### config.mk
export PLATFORM = sky130hd
export DESIGN_NAME = delta2_backprop
export DESIGN_NICKNAME = d
export VERILOG_FILES = /design/src/rtl/delta2_backprop.sv
export SDC_FILE = /design/constraint.sdc
export NUM_CORES = 2
export LEC_CHECK = 0
export ABC_AREA = 1
export ABC_CLOCK_PERIOD_IN_PS = 18060
export CAP_MARGIN = 20
export CORE_MARGIN = 2
export CORE_UTILIZATION = 30
export DETAILED_ROUTE_END_ITERATION = 12
export PLACE_DENSITY = 0.43
export SLEW_MARGIN = 40
export SYNTH_ARGS = -nofsm -noshare
export SYNTH_HDL_FRONTEND = slang
export SYNTH_SLANG_ARGS = --single-unit
### constraint.sdc
create_clock -name clk -period 18.06 [get_ports clk]
set_input_delay 5.418 -clock clk [delete_from_list [all_inputs] [get_ports clk]]
set_output_delay 5.418 -clock clk [all_outputs]
set_load 0.05 [all_outputs]
### src/rtl/delta2_backprop.sv
// Hidden-layer error unit: delta2_j = (sum_k w3_kj * delta3_k) * dadz2_j in signed Q5.10.
// The beats are taken serially. The scale/saturate runs in two registered steps, and the result goes out on a valid/ready port.
module delta2_backprop #(
   parameter int N_OUT = 3,
   parameter int DW    = 16,
   parameter int FRAC  = 10
) (
   input  logic          clk,
   input  logic          res,
   input  logic          start_i,
   input  logic [DW-1:0] dadz2_i,
   input  logic          in_valid_i,
   output logic          in_ready_o,
   input  logic [DW-1:0] delta3_i,
   input  logic [DW-1:0] w3_i,
   output logic [DW-1:0] delta2_o,
   output logic          out_valid_o,
   input  logic          out_ready_i,
   output logic          busy_o,
   output logic          sat_o
);

   // Accumulator is wide enough for N_OUT full-width products plus sign, so it never wraps.
   localparam int ACC_W = 2*DW + $clog2(N_OUT) + 1;
   localparam int CW    = (N_OUT > 1) ? $clog2(N_OUT) : 1;
   localparam logic [CW-1:0] CNT_LAST = CW'(N_OUT - 1);
   localparam logic signed [ACC_W-1:0] SAT_MAX = {{(ACC_W-DW+1){1'b0}}, {(DW-1){1'b1}}};
   localparam logic signed [ACC_W-1:0] SAT_MIN = {{(ACC_W-DW+1){1'b1}}, {(DW-1){1'b0}}};

   typedef enum logic [2:0] {
      IDLE   = 3'd0,
      ACC    = 3'd1,
      SCALE1 = 3'd2,
      SCALE2 = 3'd3,
      OUT    = 3'd4
   } state_t;

   // Clamp a wide signed value to DW bits; the MSB of the return value flags a clamp.
   function automatic logic [DW:0] sat_fn(input logic signed [ACC_W-1:0] v);
      logic [DW:0] r;
      if (v > SAT_MAX) begin
         r = {1'b1, SAT_MAX[DW-1:0]};
      end else if (v < SAT_MIN) begin
         r = {1'b1, SAT_MIN[DW-1:0]};
      end else begin
         r = {1'b0, v[DW-1:0]};
      end
      return r;
   endfunction

   state_t                    state_r;
   logic signed [ACC_W-1:0]   acc_r;
   logic        [CW-1:0]      cnt_r;
   logic signed [DW-1:0]      dadz2_r;
   logic signed [DW-1:0]      s_r;
   logic        [DW-1:0]      delta2_r;
   logic                      out_valid_r;
   logic                      sat_r;

   logic signed [2*DW-1:0]    prod_s;
   logic signed [ACC_W-1:0]   prod_ext_s;
   logic signed [ACC_W-1:0]   acc_shift_s;
   logic        [DW:0]        sat1_s;
   logic signed [2*DW-1:0]    scale_p_s;
   logic signed [ACC_W-1:0]   scale_ext_s;
   logic signed [ACC_W-1:0]   scale_shift_s;
   logic        [DW:0]        sat2_s;

   assign prod_s        = $signed(delta3_i) * $signed(w3_i);
   assign prod_ext_s    = {{(ACC_W-2*DW){prod_s[2*DW-1]}}, prod_s};
   assign acc_shift_s   = acc_r >>> FRAC;
   assign sat1_s        = sat_fn(acc_shift_s);
   assign scale_p_s     = s_r * dadz2_r;
   assign scale_ext_s   = {{(ACC_W-2*DW){scale_p_s[2*DW-1]}}, scale_p_s};
   assign scale_shift_s = scale_ext_s >>> FRAC;
   assign sat2_s        = sat_fn(scale_shift_s);

   // Handshake and status flags come straight from the state register.
   assign in_ready_o  = (state_r == ACC);
   assign busy_o      = (state_r != IDLE);
   assign delta2_o    = delta2_r;
   assign out_valid_o = out_valid_r;
   assign sat_o       = sat_r;

   // Operation sequencer: accumulate, rescale, scale by dadz2, then hold until taken.
   always_ff @(posedge clk or negedge res) begin
      if (!res) begin
         state_r     <= IDLE;
         acc_r       <= '0;
         cnt_r       <= '0;
         dadz2_r     <= '0;
         s_r         <= '0;
         delta2_r    <= '0;
         out_valid_r <= 1'b0;
         sat_r       <= 1'b0;
      end else begin
         case (state_r)
            IDLE: begin
               if (start_i) begin
                  dadz2_r <= $signed(dadz2_i);
                  acc_r   <= '0;
                  cnt_r   <= '0;
                  sat_r   <= 1'b0;
                  state_r <= ACC;
               end
            end
            ACC: begin
               if (in_valid_i) begin
                  acc_r <= acc_r + prod_ext_s;
                  if (cnt_r == CNT_LAST) begin
                     cnt_r   <= '0;
                     state_r <= SCALE1;
                  end else begin
                     cnt_r <= cnt_r + CW'(1'b1);
                  end
               end
            end
            SCALE1: begin
               s_r     <= $signed(sat1_s[DW-1:0]);
               sat_r   <= sat_r | sat1_s[DW];
               state_r <= SCALE2;
            end
            SCALE2: begin
               delta2_r    <= sat2_s[DW-1:0];
               sat_r       <= sat_r | sat2_s[DW];
               out_valid_r <= 1'b1;
               state_r     <= OUT;
            end
            OUT: begin
               if (out_ready_i) begin
                  out_valid_r <= 1'b0;
                  state_r     <= IDLE;
               end
            end
            default: begin
               out_valid_r <= 1'b0;
               state_r     <= IDLE;
            end
         endcase
      end
   end

endmodule
## After elaboration in Yosys (flattened, before gate mapping)

Index checks and enable logic that the tools add are counted.

- Register bits: 90
- Bits of input ports: 53
- Word-level logic and storage cells: 58

- Add/sub/neg operators: 2
- Multipliers: 2
- Order comparisons: 4
- Equal/unequal tests: 9
- Multiplexer cells: 20
- Bitwise gates (word level): 3
- Reductions and logical operators: 10

Operators with widths:

| operator | count |
|---|---|
| $mux 35 | 2 |
| $pmux 35 s2 | 1 |
| $mux 17 | 4 |
| $mul 16x16->32 | 2 |
| $add 35x32->35 | 1 |
| $gt 25x16->1 const B | 1 |
| $lt 25x16->1 const B | 1 |
| $gt 22x16->1 const B | 1 |
| $lt 22x16->1 const B | 1 |
| $pmux 3 s5 | 1 |
| $mux 3 | 4 |
| $eq 3x2->1 const B | 2 |
| $mux 2 | 3 |
| $ne 2x2->1 const B | 3 |
| $pmux 1 s3 | 2 |
| $reduce_and 2->1 | 3 |
| $reduce_bool 3->1 | 2 |
| $pmux 2 s2 | 1 |
| $reduce_and 4->1 | 1 |
| $eq 3x1->1 const B | 1 |
| $eq 3x3->1 const B | 1 |
| $logic_not 3->1 | 1 |
| $reduce_and 3->1 | 1 |
| $reduce_or 3->1 | 1 |
| other kinds (7) | 9 |

## Longest topological paths before layout

- Depth after elaboration: 6
- Depth in mapped cells: 35

## Least setup slack after synthesis

No wires, ideal clock.

- Kind: input to register
- From: in w3_i[3]
- To: reg acc_r[30]
- Library setup time: 0.126 ns
- Arrival: 10.750 ns
- Data required time: 17.934 ns
- Setup slack: 7.184 ns
- Stages: 24
- Path buffers: 2
- Path through: clkbuf_1 > clkbuf_1 > nand2_1 > inv_1 > fa_1 > fa_1 > inv_1 > fa_1 > fa_1 > fa_1 > inv_1 > fa_1 > ha_1 > nand2_1 > nor4_1 > nand3_1 > nand3_1 > nand2_1 > nand2_1 > nand2_1 > nand2_1 > nand2_1 > nand2_1 > o21ai_0

- Cells in the longest elaborated chain, start to end: 4

RTL lines:

| item | RTL line | text |
|---|---|---|
| start, declared | 15 | `input logic [DW-1:0] w3_i,` |
| $mul 16x16->32 | 69 | `assign prod_s = $signed(delta3_i) * $signed(w3_i);` |
| $add 35x32->35 | 109 | `acc_r <= acc_r + prod_ext_s;` |
| $mux 35 | 108 | `if (in_valid_i) begin` |
| $pmux 35 s2 | 97 | `case (state_r)` |
| end signal, assigned | 109 |  |
| end, declared | 52 | `logic signed [ACC_W-1:0] acc_r;` |

No other way between the ends. The select of a mux whose other input is x is not followed.
A chain may end at the register's enable or synchronous reset.

## Final worst setup path

- From: in w3_i[1]
- To: reg acc_r[26]

Same word-level chain as after synthesis.

==> impl_metrics.yaml <==
logic_synthesis:
  warning_count_from_the_yosys_run: 0
  post_synth_num_cell_types: 49
  syn_area_um2: 25800
  ys_async_sr_fraction: 1.00
  net_count_of_the_mapped_netlist: 3986
  yosysSeqAreaShare: 0.0873
  postSynth.topFlopCell: "dfrtp_1"
  synth.avg_cell_area_um2: 8.12
  synth_edf_count: 0
  synth.ff_latch_count: 90
  post_synth_inst_count: 3179
drt:
  postRouteWirelength_mm: 70.9
  avgViaCountPerCell: 4.39
  via_count: 18972
  post-route-drc-count: 0
  detail_route.first_pass.iterations: 8
  number_of_nets_still_failing_antenna_checks_after_routing: 0
  post_drt_wl_per_cell_um: 16.4
  detailedRoute.firstIterationViolations: 907
place:
  dp.final_hpwl_mm: 60.0
  buffer_ports.inserted: 72
  gp_congestion: 0.849
flow_run:
  maxCapViolCount: 0
sta:
  slew_viol_final: 0
  final_number_of_hold_violating_endpoints: 0
  clock_skew_ns: 0.0169
  finalSetupViolCount: 0
  max_slew_margin: 0.436
  min_period_over_period: 0.668
  tightestPinTransition_ns: 0.846
  accumulated_negative_setup_slack_ns: 0
  final_period_minus_worst_setup_slack_ns: 12.07
  rsz0062_at_grt: "no"
  max_freq_mhz: 82.9
clocking:
  tritoncts.num_buffers: 9
  clock_tree_from_tritoncts: "built"
  htree_levels: 3
  cts_setup_buffers: 0
  ctsLongestPathBuffers: 2
  cts-hold-fix-buffers: 0
  root_cell_of_the_clock_tree: "clkbuf_16"
  cts.reportedPaths.clkPinSlew_ns: 0.08
  cts.sinks: 90
  cts-resized-gates: 0
  clkLatencyLatePin_ns: 0.38
critical_path:
  cp.required_ns: 18.32
  worst_reg2reg_path_depth: 25
  cp-start-kind: "primary input"
  crit-reg2reg-launch: "s_r[15]$_DFFE_PN0P_"
  crit_fanout: 16
  r2r_end: "delta2_o[2]$_DFFE_PN0P_"
  critical_path.endpoint: "acc_r[26]$_DFFE_PN0P_"
  cp_data_arrival_time_ns: 12.33
  worstSetupStartpoint: "w3_i[1]"
  setup.worst_path.end_class: "flop"
  reg2reg_setup_slack_ns: 10.34
  worst-setup-path-type: "primary input to flop"
min_path:
  worstHoldPathType: "flop to flop"
  min-delay-start: "cnt_r[1]$_DFFE_PN0P_"
final_layout:
  post_route_cells_drive_above_1_share: 0.0451
  count_of_inserted_antenna_diode_cells: 0
  area_growth_syn_to_layout_pct: 8.54
  layout.filler_cells: 9225
  finish.net_count: 3976
  multi_input_area_um2: 19500
  layout.area.seq_um2: 2260
floorplan:
  core_area_um2: 85100
  die_area_um2: 88400
  chipHeight_um: 297
  placementRows: 107
  ioPinCount: 73
  die_width_um: 297
  initial_core_util: 0.303
global_route:
  grt_antenna_before_repair: 0
  layer_with_the_highest_usage_after_global_routing: "met2"
  grt.met2_usage: 0.299
  global_route_met3_utilization: 0.0134
  via_count_of_the_first_global_routing_pass: 20908
  global_route.usage.met1: 0.233
  grt.total_usage: 0.169
  total_gr_overflow: 0
  grt_first_pass_wirelength_mm: 118
  grt_max_degree: 59
outcome:
  result_of_the_run: "complete, no violations"
[metrics by stage]
stage	cells	utilization	area [um^2]	hold WS (ns)	setup WS [ns]
2_1_floorplan	3179	-	25800	0.434	7.18
3_3_place_gp	4302	0.325	27700	0.449	5.67
3_5_place_dp	4302	0.325	27700	0.452	5.68
4_1_cts	4318	0.329	28000	0.464	6.08
5_1_grt	4318	0.329	28000	0.487	5.66
6_report	4318	0.329	28000	0.461	5.99
[cells by family after synthesis]
logic type,after synthesis,share of synthesized area
buffers and inverters,1076,0.157
adder cells (fa/ha/maj),754,0.532
AND/OR/NAND/NOR,962,0.150
XOR/XNOR,39,0.0132
flip-flops,90,0.0873
AO/OA/AOI/OAI,243,0.0540
multiplexers,15,0.00655
[sequential cells by signal (all words and copies together) (netlist names)]
signal       cells
acc_r           35
cnt_r            2
dadz2_r         16
delta2_o        16
out_valid_o      1
s_r             16
sat_o            1
state_r          3
[metal layers]
layer  up-vias  share of wire
met5         -              0
met4         0         0.0096
met3        25          0.025
met2       238           0.51
met1      9662           0.46
li1       9047              -
[worst max-delay path, cell delays in order]
cell	delay (ns)
clkdlybuf4s50_1	0.96
nand2_1	0.28
inv_1	0.16
fa_2	0.49
fa_1	0.84
inv_1	0.11
fa_1	0.47
fa_1	0.46
fa_1	0.51
inv_1	0.04
fa_1	0.45
ha_1	0.43
nand2_1	0.12
nor2_1	0.10
inv_1	0.05
nor3_1	0.44
nand3_1	0.14
o21ai_0	0.47
a21oi_1	0.11
o21ai_0	0.13
o21ai_0	0.12
[cell type report]
type,count,area share
Clock buffer,9,0.00804
Timing Repair Buffer,103,0.0339
Inverter,952,0.128
Sequential cell,90,0.0805
Multi-Input combinational cell,2013,0.696
Tap cell,1144,0.0511
Clock inverter,7,0.00264
[synth_stat cells, types with 15 or more instances]
library cell,instances,area share
a21oi_1,110,0.021
clkbuf_1,118,0.017
dfrtp_1,90,0.087
fa_1,571,0.44
ha_1,183,0.089
inv_1,943,0.14
mux2_2,15,0.0065
nand2_1,751,0.11
nand2_2,23,0.0056
nand3_1,31,0.0060
nor2_1,100,0.015
o21ai_0,74,0.014
or2_2,16,0.0039
xnor2_1,21,0.0071
xor2_1,18,0.0061
[placed cells by master (no fill, tap or decap), types with 4 or more instances in the layout]
master           instances
a21oi_1                110
a21oi_2                 11
a22o_1                   5
a22oi_1                  4
a31oi_1                  4
buf_4                   31
clkbuf_16                9
clkdlybuf4s50_1         70
dfrtp_1                 87
fa_1                   570
ha_1                   183
inv_1                  942
inv_2                   10
mux2_2                  15
nand2_1                750
nand2_2                 24
nand3_1                 31
nand4_1                  7
nor2_1                  99
nor2_2                   6
nor3_1                  13
nor4_1                   6
o21ai_0                 74
o21bai_1                 6
o31ai_1                  7
or2_2                   16
xnor2_1                 21
xor2_1                  18
[worst min-delay path by stage]
stage                                       to  cells after the start
after floorplan           cnt_r[0]$_DFFE_PN0P_                      1
after global placement    cnt_r[0]$_DFFE_PN0P_                      1
after detailed placement  cnt_r[0]$_DFFE_PN0P_                      1
after CTS                 cnt_r[0]$_DFFE_PN0P_                      1
after global routing      cnt_r[0]$_DFFE_PN0P_                      1
final                     cnt_r[0]$_DFFE_PN0P_                      1
Power is not shown: default switching activity piles up to over one toggle a cycle in this logic, so the estimate is an artifact.
